$ cat config.mk
export PLATFORM = sky130hd
export DESIGN_NAME = cpu_pc_ctrl
export DESIGN_NICKNAME = d
export VERILOG_FILES = /design/src/rtl/cpu_pkg.sv /design/src/rtl/cpu_pc_ctrl.sv
export SDC_FILE = /design/constraint.sdc
export NUM_CORES = 1
export LEC_CHECK = 0
export BUFFER_PORTS_ARGS = -buffer_cell sky130_fd_sc_hd__buf_2
export CAP_MARGIN = 5
export CORE_UTILIZATION = 54
export DETAILED_ROUTE_END_ITERATION = 8
export GPL_TIMING_DRIVEN = 1
export PLACE_DENSITY = 0.87
export REMOVE_ABC_BUFFERS = 1
export SYNTH_ARGS = -nofsm -noshare
export SYNTH_HDL_FRONTEND = slang
export SYNTH_SLANG_ARGS = --single-unit
$ cat constraint.sdc
create_clock -name clk -period 2.41 [get_ports clk]
set_clock_uncertainty 0.15 [all_clocks]
set_input_delay 0.241 -clock clk [delete_from_list [all_inputs] [get_ports clk]]
set_output_delay 0.241 -clock clk [all_outputs]
set_load 0.005 [all_outputs]
$ cat src/rtl/cpu_pkg.sv
// cpu_pkg: shared CPU types and default vectors for the PC controller, decoder and bench
package cpu_pkg;
  typedef enum logic [1:0] {ST_RUN, ST_SLOT, ST_HALT} pc_state_e;
  localparam logic [31:0] RESET_VECTOR_DEF = 32'hBFC00000;
  localparam logic [31:0] EXC_VECTOR_DEF   = 32'hBFC00380;
  localparam int          STEP_DEF         = 4;
endpackage

$ cat src/rtl/cpu_pc_ctrl.sv
// cpu_pc_ctrl: program counter sequencer with one branch delay slot, exception redirect and halt-at-zero
module cpu_pc_ctrl
  import cpu_pkg::*;
#(
  parameter int               WIDTH        = 32,
  parameter logic [WIDTH-1:0] RESET_VECTOR = WIDTH'(RESET_VECTOR_DEF),
  parameter logic [WIDTH-1:0] EXC_VECTOR   = WIDTH'(EXC_VECTOR_DEF),
  parameter int               STEP         = STEP_DEF
) (
  input  logic             clk,
  input  logic             reset,
  input  logic             wen,
  input  logic             b_cond_met,
  input  logic [WIDTH-1:0] b_target,
  input  logic             exc_req,
  output logic [WIDTH-1:0] pc_o,
  output logic             delay_slot_o,
  output logic             halted_o,
  output logic             addr_err_o
);
  pc_state_e        state_q, state_d;
  logic [WIDTH-1:0] pc_q, pc_d;
  logic [WIDTH-1:0] tgt_q, tgt_d;
  logic             err_q, err_d;
  // state register; reset cancels any pending branch
  always_ff @(posedge clk) begin
    if (reset) begin
      state_q <= ST_RUN;
      pc_q    <= RESET_VECTOR;
      tgt_q   <= '0;
      err_q   <= 1'b0;
    end else begin
      state_q <= state_d;
      pc_q    <= pc_d;
      tgt_q   <= tgt_d;
      err_q   <= err_d;
    end
  end
  // next state: exception beats halt-hold beats wen-advance; halt ignores everything but reset
  always_comb begin
    state_d = state_q;
    pc_d    = pc_q;
    tgt_d   = tgt_q;
    err_d   = 1'b0;
    if (state_q != ST_HALT && exc_req) begin
      state_d = ST_RUN;
      pc_d    = EXC_VECTOR;
      tgt_d   = '0;
    end else if (state_q == ST_RUN && wen) begin
      pc_d    = pc_q + WIDTH'(STEP);
      state_d = b_cond_met ? ST_SLOT : ST_RUN;
      tgt_d   = b_cond_met ? b_target : tgt_q;
    end else if (state_q == ST_SLOT && wen) begin
      err_d   = tgt_q[1:0] != 2'b00;
      pc_d    = err_d ? EXC_VECTOR : tgt_q;
      state_d = (!err_d && tgt_q == '0) ? ST_HALT : ST_RUN;
    end
  end
  // outputs decode registered state only
  always_comb begin
    pc_o         = pc_q;
    delay_slot_o = state_q == ST_SLOT;
    halted_o     = state_q == ST_HALT;
    addr_err_o   = err_q;
  end
endmodule

==> results of run 1 <==
==> cells by family after synthesis <==
group | Yosys count | share of synthesized area
AND/OR/NAND/NOR | 194 | 0.294
flip-flops | 67 | 0.416
buffers and inverters | 32 | 0.0431
multiplexers | 3 | 0.0109
XOR/XNOR | 6 | 0.0163
adder cells (fa/ha/maj) | 1 | 0.00388
AO/OA/AOI/OAI | 113 | 0.216
==> timing repair <==
action | 4_1_cts | 5_1_grt
buffers inserted | 0 | 0
endpoints found under the hold margin | 34 | 0
hold buffers | 33 | 0
==> worst register-to-register path, stage by stage (launching register included) <==
cell,delay [ns]
dfxtp_1,0.40
ha_1,0.29
and4_1,0.29
nand4_2,0.17
or2_2,0.38
or3_1,0.31
a32oi_1,0.15
==> Yosys cell counts, types with 6 or more instances <==
cell / count
and3_1: 6
nand2_1: 92
nor2_1: 24
nand3_1: 8
a21oi_1: 52
o22ai_1: 6
a22oi_1: 8
dfxtp_1: 67
o21ai_0: 9
nor4_1: 16
a31oi_1: 8
nand4_1: 13
a211oi_1: 6
clkbuf_1: 19
nor3_1: 12
==> worst max-delay path by stage <==
| stage | startpoint | end | slack, ns | cells after the start |
|---|---|---|---|---|
| detailed placement | state_q[0] | tgt_q[28] | 0.28 | 5 |
| global route | state_q[1] | tgt_q[7] | 0.01 | 4 |
| CTS | pc_o[2] | pc_o[24] | 0.24 | 6 |
| floorplan | state_q[0] | pc_o[25] | -0.18 | 5 |
| global placement | pc_o[2] | pc_o[24] | 0.34 | 6 |
| finish | pc_o[2] | pc_o[24] | 0.19 | 6 |
==> flip-flops by register name (all words and copies together), names as in the netlist, named ones only <==
| signal | count |
|---|---|
| pc_o | 30 |
| state_q | 2 |
| tgt_q | 32 |
| addr_err_o | 1 |
==> layer usage <==
layer | vias to the layer above | global-route usage | wire (µm)
met5 | - | 0 | 0
met4 | 0 | 0.182 | 354
met3 | 39 | 0.100 | 1040
met2 | 249 | 0.556 | 4900
met1 | 1683 | 0.434 | 4080
li1 | 1712 | - | -
==> stage by stage <==
stage,power [µW],setup TNS (ns)
after floorplan,1290,-0.581
after global placement,1390,0
after detailed placement,1390,0
after CTS,2330,0
after global routing,2410,0
final,2340,0
==> cell type report <==
type / count / area [µm²] / area share
clock inverter: 3 / 40.0 / 0.00957
clock buffer: 11 / 141 / 0.0338
tap: 72 / 90.1 / 0.0215
timing repair buffer: 119 / 811 / 0.194
inverter: 4 / 15.0 / 0.00359
multi-input combinational: 317 / 1740 / 0.417
sequential: 67 / 1340 / 0.321
==> power breakdown <==
group / switching [µW] / internal, µW
clock: 423 / 491
sequential: 26.4 / 1130
combinational: 145 / 121
==> summary.md, run 1 <==
| Metric | Value |
|---|---|
| Status | finished, final reports clean |
| Worst path max stage delay | 0.40 ns |
| Critical path, cell by cell | ha_1 > and4_1 > nand4_2 > or2_2 > or3_1 > a32oi_1 |
| Synthesized flop and latch total | 67 |
| Worst-margin pin slew | 1.24 ns |
| F_max | 451 MHz |
| Vias post-DR | 3683 |
| Period minus WS final | 2.22 ns |
| CTS H-tree depth | 3 |
| Die area | 6280 µm² |
| CTS buffer count | 9 |
| Worst Slack Setup Final | 0.194 ns |
| EDFF count, synth | 0 |
| Yosys top cell by area | dfxtp_1 |
| Synth Instances | 416 |
| Drt wl/cell | 17.5 µm |
| Final setup violation count | 0 |
| Clock Latency Late Sink | 0.35 ns |
| Fillers | 415 |
| Reg2Reg Setup Slack | 0.19 ns |
| Pwr per Cell Area | 559 nW/µm² |
| Nets | 556 |
| FF-to-FF End | pc_o[24] |
| Crit. End Element | flop |
| WHS | 0.161 ns |
| Final Instance Area | 4180 µm² |
| Seq/Total Area, Yosys | 0.416 |
| Drt first-iter violations | 551 |
| HPWL Detailed | 6560 µm |
| Layout cells sized above 1 | 0.203 |
| Setup CP Type | flop to flop |
| Avg Cell Area, Syn | 7.74 µm² |
| Initial Util | 0.571 |
| Ys Warns | 0 |
| Core Footprint | 5640 µm² |
| Max Cap Viol | 0 |
| Die X-Extent | 79.2 µm |
| Pre-CTS setup slack | 0.279 ns |
| Synth cell types | 51 |
| Fraction of registers with async set/reset | 0 |
| Crit path arrival time | 2.34 ns |
| Number of core rows | 27 |
| Overflow after GRT | 0 |
| Crit path required time | 2.53 ns |
| Clk pin slew, worst setup/hold paths | 0.07 ns |
| DRC violations left | 0 |
| Hold WC Path Type | primary input to flop |
| Vias in the first global route | 3541 |
| RSZ-0062 raised after global routing | no |
| CTS max path bufs | 2 |
| CP top delay family | simple AND/OR/NAND/NOR gates |
| CTS root buf | clkbuf_8 |
| Max-slew headroom | 0.172 |
| WHS Endpoint | pc_o[8] |
| Top-Level Pins | 72 |
| Pin count of the biggest net entering global routing | 36 |
| Diode count | 0 |
| Worst VDD drop | 385 µV |
| DRT Pass-1 Iters | 7 |
| Antenna viol nets, final | 0 |
| Final Max Slew Viols | 0 |
| Bufs and invs on worst path | 0 |
| CTS tree | built |
| WHS Path Cells | 3 |
| Cell Area, Synth | 3220 µm² |
| Final wirelength | 10400 µm |
| Cts repair resizes | 0 |
| Commonest cells after routing, fill and taps aside | nand2_1 (92), buf_2 (71), dfxtp_1 (67), a21oi_1 (52), dlygate4sd3_1 (33) |
| Tcrit/Tclk final | 0.919 |
| Leak | 0.00168 µW |
| Area Overhead vs Synth | 29.8% |
| Worst R2R Start | pc_o[2] |
| DP Area | 3670 µm² |
| Total GRT Usage | 0.352 |
| GP Congestion | 0.913 |
| Total clock sinks | 67 |
| Fin util | 0.741 |
| DR vias/cell | 6.21 |
| Hold path startpoint | exc_req |
| Post-synth top area share | 0.416 |
| Worst Reg-to-Reg Cells | 6 |
| Port Buffers | 71 |
| First-pass GRT wire length | 16800 µm |
| Final cell count without fillers | 593 |
| Startpoint Class | flop |
| Commonest non-fill, non-tap cell in the layout | nand2_1 |
| Placed Cells | 546 |
| Initial antenna violation count | 0 |
| Die height | 79.2 µm |
| Top cells by area, synth | dfxtp_1 (42%), nand2_1 (11%), a21oi_1 (8.1%), nor4_1 (3.1%), nor2_1 (2.8%) |
| CP max-delay cell | dfxtp_1 |
| Dominant synthesized flop cell | dfxtp_1 |
| Hold Vio Cnt, Final | 0 |
| Crit-path max FO | 6 |
(Power assumes the default switching activity.)
==> run 2: changes to the inputs <==
Settings changed: CORE_UTILIZATION 54 to 55, GPL_TIMING_DRIVEN 1 to 0, PLACE_DENSITY 0.87 to 0.81.
Clock period 2.41 ns to 2.6 ns, I/O delays scaled along.
==> summary.md, run 2 (synthesized netlist as in run 1, its figures left out) <==
| Metric | Value |
|---|---|
| Status | finished, final reports clean |
| Max FFs per register | 32 |
| Switching Share | 0.256 |
| Clock share of power | 0.379 |
| Final Max Slew Viols | 0 |
| Final Instance Area | 3780 µm² |
| Die area | 6170 µm² |
| Initial Util | 0.578 |
| WHS Path Cells | 3 |
| Drt first-iter violations | 394 |
| Max Cap Viol | 0 |
| Final setup violation count | 0 |
| Leak | 0.00149 µW |
| Register with the most flip-flops | tgt_q |
| CTS max path bufs | 2 |
| Drt wl/cell | 16.8 µm |
| CTS H-tree depth | 3 |
| Total clock sinks | 67 |
| CTS buffer count | 9 |
| Commonest cells after routing, fill and taps aside | nand2_1 (91), buf_2 (71), dfxtp_1 (66), a21oi_1 (52), nor2_1 (22) |
| Overflow after GRT | 0 |
| Nets | 511 |
| Max-slew headroom | 0.151 |
| Worst-margin pin slew | 1.27 ns |
| Layout cells sized above 1 | 0.209 |
| DRC violations left | 0 |
| Hold WC Path Type | primary input to flop |
| RSZ-0062 raised after global routing | no |
| Top-Level Pins | 72 |
| Period minus WS final | 2.44 ns |
| DRT Pass-1 Iters | 5 |
| Number of core rows | 27 |
| Sequential share of power | 0.527 |
| Clock Latency Late Sink | 0.33 ns |
| Final wirelength | 9230 µm |
| Tcrit/Tclk final | 0.938 |
| Crit. End Element | flop |
| DR vias/cell | 6.27 |
| Setup CP Type | flop to flop |
| Antenna viol nets, final | 0 |
| Power Total | 2040 µW |
| Vias post-DR | 3448 |
| P_sw | 521 µW |
| Vias in the first global route | 3199 |
| Initial antenna violation count | 0 |
| Pin count of the biggest net entering global routing | 41 |
| Die height | 78.5 µm |
| Port Buffers | 71 |
| HPWL Detailed | 6120 µm |
| Crit-path max FO | 19 |
| CTS tree | built |
| Total GRT Usage | 0.320 |
| Worst VDD drop | 341 µV |
| CTS root buf | clkbuf_8 |
| Startpoint Class | flop |
| DP Area | 3570 µm² |
| Pwr per Cell Area | 539 nW/µm² |
| GP Congestion | 0.843 |
| Worst Reg-to-Reg Cells | 5 |
| Clk pin slew, worst setup/hold paths | 0.07 ns |
| Hold Vio Cnt, Final | 0 |
| Comb power frac | 0.094 |
| Die X-Extent | 78.5 µm |
| Diode count | 0 |
| Crit path arrival time | 2.56 ns |
| First-pass GRT wire length | 15200 µm |
| Core Footprint | 5570 µm² |
| Commonest non-fill, non-tap cell in the layout | nand2_1 |
| F_max | 410 MHz |
| Pint | 1520 µW |
| Area Overhead vs Synth | 17.4% |
| Crit path required time | 2.72 ns |
## run 2: critical path: stages, from the launching register on
cell and delay (ns):
dfxtp_2 0.44, or3b_1 0.71, nor4_4 0.48, nand4_1 0.16
mux2_4 0.33, nor3_2 0.09
## run 2: timing repair
item | in CTS | in global routing
endpoints found under the setup margin | 56 | 30
hold endpoints to repair | 3 | 0
gates resized for setup | 7 | 2
setup buffers | 0 | 0
hold buffers | 2 | 0
## run 2: stage by stage
step	setup TNS (ns)	cells	hold WS [ns]	util	worst slack, ns
after detailed placement	-25.31	532	0.317	0.640	-0.999
after floorplan	0	388	0.183	-	0.0102
final	0	550	0.00532	0.679	0.160
after global placement	-32.00	531	0.306	0.636	-1.00
after CTS	0	550	0.000465	0.678	0.152
after global routing	0	550	0.00718	0.679	0.0224
## run 2: area by class of cell
cell class | instances | area [µm²]
flip-flops and latches | 67 | 1340
well taps | 72 | 90.1
multi-input cells | 317 | 1770
clock inverters | 2 | 10.0
repair buffers | 74 | 395
fillers | 500 | 1790
clock buffers | 14 | 163
inverters | 4 | 15.0
## run 2: path summary, 6_finish.rpt
path | from | endpoint | slack, ns
max | state_q[0] | pc_o[20] | 0.16
min | b_target[20] | tgt_q[20] | 0.005
max reg2reg | state_q[0] | pc_o[20] | 0.16
min reg2reg | tgt_q[3] | tgt_q[3] | 0.33
## run 2: layer usage
layer,wire length (µm),global-route usage
met5,0,0
met1,4010,0.410
met4,189,0.141
met2,4290,0.519
met3,742,0.0651
## run 2: power by group through the flow
stage | clock (µW) | sequential (µW) | combinational, µW
6_report | 773 | 1070 | 192
3_3_place_gp | 0 | 1090 | 177
2_1_floorplan | 0 | 1090 | 105
4_1_cts | 783 | 1070 | 188
3_5_place_dp | 0 | 1100 | 183
5_1_grt | 839 | 1080 | 214
